[src/rtl/switch_bank_reader.sv]
`default_nettype none
// ==========================================================================
// switch_bank_reader: synchronised, debounced DIP-switch reader with sticky
// per-bit change flags, change IRQ and a two-word memory-mapped read port.
// Revision 1.0
// ==========================================================================
module switch_bank_reader #(
  parameter int SW_WIDTH        = 24,
  parameter int DATA_WIDTH      = 16,
  parameter int DEBOUNCE_CYCLES = 20000,
  parameter int SYNC_STAGES     = 2
) (
  input  logic                  iCpuClock,
  input  logic                  iCpuReset,
  input  logic                  iDoSwitchRead,
  input  logic [1:0]            iSwitchAddress,
  input  logic [SW_WIDTH-1:0]   iFpgaSwitches,
  output logic [DATA_WIDTH-1:0] oSwitchDataRead,
  output logic                  oSwitchChangeIrq
);

  localparam int c_CNT_WIDTH = (DEBOUNCE_CYCLES > 2) ? $clog2(DEBOUNCE_CYCLES) : 1;
  localparam logic [c_CNT_WIDTH-1:0] c_CNT_LAST = c_CNT_WIDTH'(DEBOUNCE_CYCLES - 1);

  logic [SYNC_STAGES-1:0][SW_WIDTH-1:0] sync_q, sync_d;
  logic [c_CNT_WIDTH-1:0]               cnt_q, cnt_d;
  logic [SW_WIDTH-1:0]                  sample_q, sample_d;
  logic [SW_WIDTH-1:0]                  deb_q, deb_d;
  logic [SW_WIDTH-1:0]                  flags_q, flags_d;
  logic [DATA_WIDTH-1:0]                rd_q, rd_d;
  logic                                 irq_q, irq_d;

  logic                tick;
  logic [SW_WIDTH-1:0] synced;
  logic [SW_WIDTH-1:0] accept;
  logic [SW_WIDTH-1:0] clr;

  always_comb begin
    sync_d   = {sync_q[SYNC_STAGES-2:0], iFpgaSwitches};
    synced   = sync_q[SYNC_STAGES-1];
    tick     = (cnt_q == c_CNT_LAST);
    cnt_d    = tick ? '0 : cnt_q + 1'b1;

    // A bit is accepted only when two consecutive tick samples agree.
    accept   = '0;
    sample_d = sample_q;
    if (tick) begin
      sample_d = synced;
      accept   = ~(synced ^ sample_q) & (synced ^ deb_q);
    end
    deb_d    = deb_q ^ accept;

    clr      = '0;
    rd_d     = rd_q;
    if (iDoSwitchRead) begin
      case (iSwitchAddress)
        2'b00: rd_d = deb_q[DATA_WIDTH-1:0];
        2'b01: rd_d = DATA_WIDTH'(deb_q[SW_WIDTH-1:DATA_WIDTH]);
        2'b10: begin
          rd_d                 = flags_q[DATA_WIDTH-1:0];
          clr[DATA_WIDTH-1:0]  = '1;
        end
        default: begin
          rd_d                       = DATA_WIDTH'(flags_q[SW_WIDTH-1:DATA_WIDTH]);
          clr[SW_WIDTH-1:DATA_WIDTH] = '1;
        end
      endcase
    end

    // New changes override a same-edge clear so no change is lost.
    flags_d  = (flags_q & ~clr) | accept;
    irq_d    = |flags_d;
  end

  always_ff @(negedge iCpuClock or posedge iCpuReset) begin
    if (iCpuReset) begin
      sync_q   <= '0;
      cnt_q    <= '0;
      sample_q <= '0;
      deb_q    <= '0;
      flags_q  <= '0;
      rd_q     <= '0;
      irq_q    <= 1'b0;
    end else begin
      sync_q   <= sync_d;
      cnt_q    <= cnt_d;
      sample_q <= sample_d;
      deb_q    <= deb_d;
      flags_q  <= flags_d;
      rd_q     <= rd_d;
      irq_q    <= irq_d;
    end
  end

  assign oSwitchDataRead  = rd_q;
  assign oSwitchChangeIrq = irq_q;

endmodule
`default_nettype wire

[config.mk]
export PLATFORM = sky130hd
export DESIGN_NAME = switch_bank_reader
export DESIGN_NICKNAME = d
export VERILOG_FILES = /design/src/rtl/switch_bank_reader.sv
export SDC_FILE = /design/constraint.sdc
export NUM_CORES = 1
export LEC_CHECK = 0
export ABC_AREA = 0
export CORE_MARGIN = 10
export CORE_UTILIZATION = 52
export CTS_CLUSTER_SIZE = 25
export DETAILED_ROUTE_END_ITERATION = 16
export GPL_ROUTABILITY_DRIVEN = 0
export GPL_TIMING_DRIVEN = 1
export PLACE_DENSITY_LB_ADDON = 0.3
export SLEW_MARGIN = 20
export SYNTH_ARGS = -nofsm -noshare
export SYNTH_HDL_FRONTEND = slang
export SYNTH_SLANG_ARGS = --single-unit
[constraint.sdc]
create_clock -name iCpuClock -period 4.7 [get_ports iCpuClock]
set_clock_uncertainty 0.05 [all_clocks]
set_input_delay 0.705 -clock iCpuClock [delete_from_list [all_inputs] [get_ports iCpuClock]]
set_output_delay 0.705 -clock iCpuClock [all_outputs]
set_load 0.03 [all_outputs]
==> results of run 1 <==
through the flow:
stage	total power [mW]	cells	hold WS, ns	area (um^2)	worst slack, ns
detailed placement	1.461	714	0.2452	6685	-0.05529
global route	3.034	746	0.2486	7346	0.01866
finish	2.939	746	0.2425	7346	0.04175
global placement	1.458	714	0.2423	6685	-0.02109
floorplan	1.412	534	0.2417	6060	-0.2069
CTS	2.963	746	0.2449	7346	0.03153
cell usage in the layout, fill, tap and decap left out, types with 10 or more instances in the layout:
cell and instances:
sky130_fd_sc_hd__clkdlybuf4s50_1 45, sky130_fd_sc_hd__nand2b_1 17, sky130_fd_sc_hd__clkbuf_16 17, sky130_fd_sc_hd__o21ai_1 27, sky130_fd_sc_hd__buf_4 10, sky130_fd_sc_hd__dfrtn_1 152
sky130_fd_sc_hd__o21ai_0 50, sky130_fd_sc_hd__inv_1 32, sky130_fd_sc_hd__a21oi_1 32, sky130_fd_sc_hd__nand3_1 10, sky130_fd_sc_hd__nor2_1 24, sky130_fd_sc_hd__nand2_1 63
sky130_fd_sc_hd__a22o_1 16, sky130_fd_sc_hd__o22ai_1 24
final cells by class:
| cell class | count | area [um^2] |
|---|---|---|
| flip-flops and latches | 152 | 3804 |
| clock inverters | 14 | 221.5 |
| well taps | 143 | 178.9 |
| inverters | 33 | 127.6 |
| fillers | 859 | 4073 |
| clock buffers | 18 | 439.2 |
| repair buffers | 58 | 585.6 |
| multi-input cells | 328 | 1989 |
power by group:
part	switching (mW)	internal (mW)	total, mW
combinational	0.0445	0.0384	0.0829
sequential	0.0160	1.34	1.36
clock	0.543	0.958	1.50
worst register-to-register path: stages, from the launching register on:
cell                      delay [ns]
sky130_fd_sc_hd__dfrtn_1        0.45
sky130_fd_sc_hd__ha_1           0.21
sky130_fd_sc_hd__and4_4         0.26
sky130_fd_sc_hd__and3_4         0.20
sky130_fd_sc_hd__and3_2         0.60
sky130_fd_sc_hd__buf_4          0.62
sky130_fd_sc_hd__a21oi_1        0.23
sky130_fd_sc_hd__o21ai_1        0.20
how the worst max path moves through the flow:
stage                               endpoint  slack [ns]
after floorplan                     cnt_q[0]       -0.21
after CTS                 oSwitchDataRead[1]        0.03
after detailed placement  oSwitchDataRead[2]       -0.06
final                     oSwitchDataRead[1]        0.04
after global routing      oSwitchDataRead[1]        0.02
after global placement    oSwitchDataRead[3]       -0.02
kinds of logic (layout without fill, tap and decap cells):
logic type,Yosys count,in the layout
compound gates,154,154
xor+xnor,13,13
fa+ha+maj,1,1
buf+inv,54,123
flops,152,152
mux,24,24
simple gates,136,136
metal layers:
metal	vias up	track usage, %	share of wire (%)
met1	2036	20.98	43
met4	0	8.477	3.1
met5	-	0	0
met2	122	25.29	48
met3	37	5.583	6.2
li1	1968	-	-
flip-flops by register name, summed over array words and instances, names as in the netlist:
register and flops:
sample_q 24, oSwitchChangeIrq 1, oSwitchDataRead 16, cnt_q 15
deb_q 24, synced 24, flags_q 24, sync_d 24
==> results, run 1 <==
- The total CTS buffers is 17.
- The run finished with clean final reports.
- The worst-case IR drop observed on VDD is 0.3819 mV.
- The number of remaining DRC errors is 0.
- The critical path starts at oSwitchDataRead[1].
- The number of nets in the final layout is 620.
- The tree is rooted in a sky130_fd_sc_hd__clkbuf_16.
- The dominant register cell in the synthesized netlist is sky130_fd_sc_hd__dfrtn_1.
- The critical register-to-register path endpoint is deb_q[3].
- In this run, post-CTS hold repair placed 0 buffers.
- The pin count of the biggest net entering global routing is 62.
- The initial antenna violation count came to 0.
- The cell depth of the worst min-delay path is 0.
- The number of nets handed over by synthesis was 564.
- The clock net sink count is 152.
- The final setup violation count is 0.
- The critical path in this run is classified as reg -> out.
- Multiplexer cells account for 5.785% of the synthesized area.
- Dividing the synthesized area by the synthesized cell count gives between 10 and 15 um^2.
- The parity-gate share of the synthesized area counting xor and xnor cells is 1.880%.
- The worst relative slew slack is between 50% and 60%.
- After synthesis, the largest family of logic cells by area is compound AO/OA/AOI/OAI gates.
- The later pin in the worst-skew pair is clocked with a latency of roughly 0.40 ns.
- The all-layer global routing usage is 16.70%.
- In the final layout, the share of cells above drive strength 1 is 11.44%.
- The hold violation total from the final report is 0.
- The number of global-route vias before repair is 4264.
- TritonCTS built the clock tree.
- The chip height is approximately 130 um.
- In the final timing run, aggregate negative setup slack is 0 ns.
- The count of standard-cell rows is 39.
- The core region is 11420 um^2.
- On the worst path, the slowest cell contributes a delay of ~0.71 ns.
- The static leakage is 3.155 nW.
- The worst hold path begins at sync_d[39].
- The worst register-to-register path begins at cnt_q[0].
- The detail route stage leaves a number of antenna-violating nets equal to 0.
- For this run the aggregate overflow at the end of global routing stands at 0.
- The die covers 16360 um^2.
- For this configuration, the core starts out at a cell density of between 50% and 60%.
- For hold timing, the worst endpoint is synced[15].
- The depth of the worst register-to-register path is 7.
- The number of I/O port buffers is 45.
- The sort of element at the start of the critical path is a flip-flop.
- Sorting the synthesized cells by how often they occur yields sky130_fd_sc_hd__dfrtn_1 (152), sky130_fd_sc_hd__nand2_1 (63), sky130_fd_sc_hd__o21ai_0 (50).
- The depth of the CTS H-tree is 4.
- The compound-cell area share of the yosys netlist is ~15%.
- The most used standard cell by instance count after synthesis is sky130_fd_sc_hd__dfrtn_1.
- The share of the core filled with cells in the final layout is 64.33%.
- The basic-gate share of the synthesized area counting and, or, nand and nor cells is 10.45%.
- The worst setup path is captured at an output port.
- The total count of max-transition violations in the final report came to 0.
- The proportion of synthesized flip-flops having asynchronous set or reset is 100.0%.
- The die is 127.9 um wide.
- The transition time at the pin with the least slew margin is ~0.7 ns.
- Counting flops with a built-in enable in the synthesized netlist gives 0.
- After detailed routing, the average wire length per cell comes to approximately 17 um.
- In this run the deepest clock path goes through 2 buffers.
- The cell type of the slowest stage on the worst timing path is sky130_fd_sc_hd__clkdlybuf4s50_1.
- The first-pass iteration count of the detailed router is 6.
- The type of the worst min-delay path is reg -> reg.
- The library cell occupying the most area in the post-synthesis netlist is sky130_fd_sc_hd__dfrtn_1.
- The buffer count from post-CTS setup fixing is 0.
- Gates resized during post-CTS repair numbered 0.
- Counting flops and latches in the post-synthesis netlist gives roughly 150.
- Of the synthesized area, sequential elements account for 62.81%.
- After detailed routing, the total wire length is 13030 um.
- 46 I/O pins were placed.
- The power density of the placed cells is ~400 nW/um^2.
- The global-route wire length before repair is 21500 um.
- By area the synthesized netlist is led by sky130_fd_sc_hd__dfrtn_1 (63%), sky130_fd_sc_hd__o21ai_0 (4.1%), sky130_fd_sc_hd__nand2_1 (3.9%), sky130_fd_sc_hd__mux4_2 (3.0%), sky130_fd_sc_hd__a21oi_1 (2.6%).
- The initial detailed-routing violation count is 285.
- The area growth from synthesis to layout is 21.30%.
- Detailed placement finished with a half-perimeter wire length of 8552 um.
- The post-synthesis cell count is 534.
- The combined buffer and inverter count along the critical path is 1.
- Of all nets on the critical path, the largest fanout is 2.
- Among cell families on the critical path, the largest total delay comes from buffers and inverters.
- The Yosys warning count is 0.
- Setup repair after global routing left no endpoint under its margin.
- The via count is 4163.
- The share of the synthesized area in the top cell type is 62.81%.
- The mean number of vias per cell is 5.580.
- Yosys mapped the design onto 35 distinct sky130hd cell types.
- The tool flagged a number of max-cap violations equal to 0.
- The setup slack of the worst register-to-register path is 1.89 ns.
- The number of diodes added for antenna fixing is 0.
- The clock slew at the register clock pins of the worst setup and hold paths is 0.04 ns.
- Data on the critical path is required at its endpoint by 3.94 ns.
- The critical path depth in cells is 1.
- The post-synthesis adder-cell area fraction is less than 1%.
- The cell area after synthesis is between 6000 and 7000 um^2.
- The signal on the critical path passes through clkdlybuf4s50_1.
- The data arrival time of the critical path is roughly 3.9 ns.
Power figures use the tool's default switching activity.
==> run 2, diff against run 1 <==
--- a/config.mk
+++ b/config.mk
@@ -10,7 +10,6 @@
 export CORE_UTILIZATION = 52
 export CTS_CLUSTER_SIZE = 25
 export DETAILED_ROUTE_END_ITERATION = 16
-export GPL_ROUTABILITY_DRIVEN = 0
 export GPL_TIMING_DRIVEN = 1
 export PLACE_DENSITY_LB_ADDON = 0.3
 export SLEW_MARGIN = 20
==> results of run 2 <==
Same layout as run 1: the final DEF is identical, and so are final timing and power.
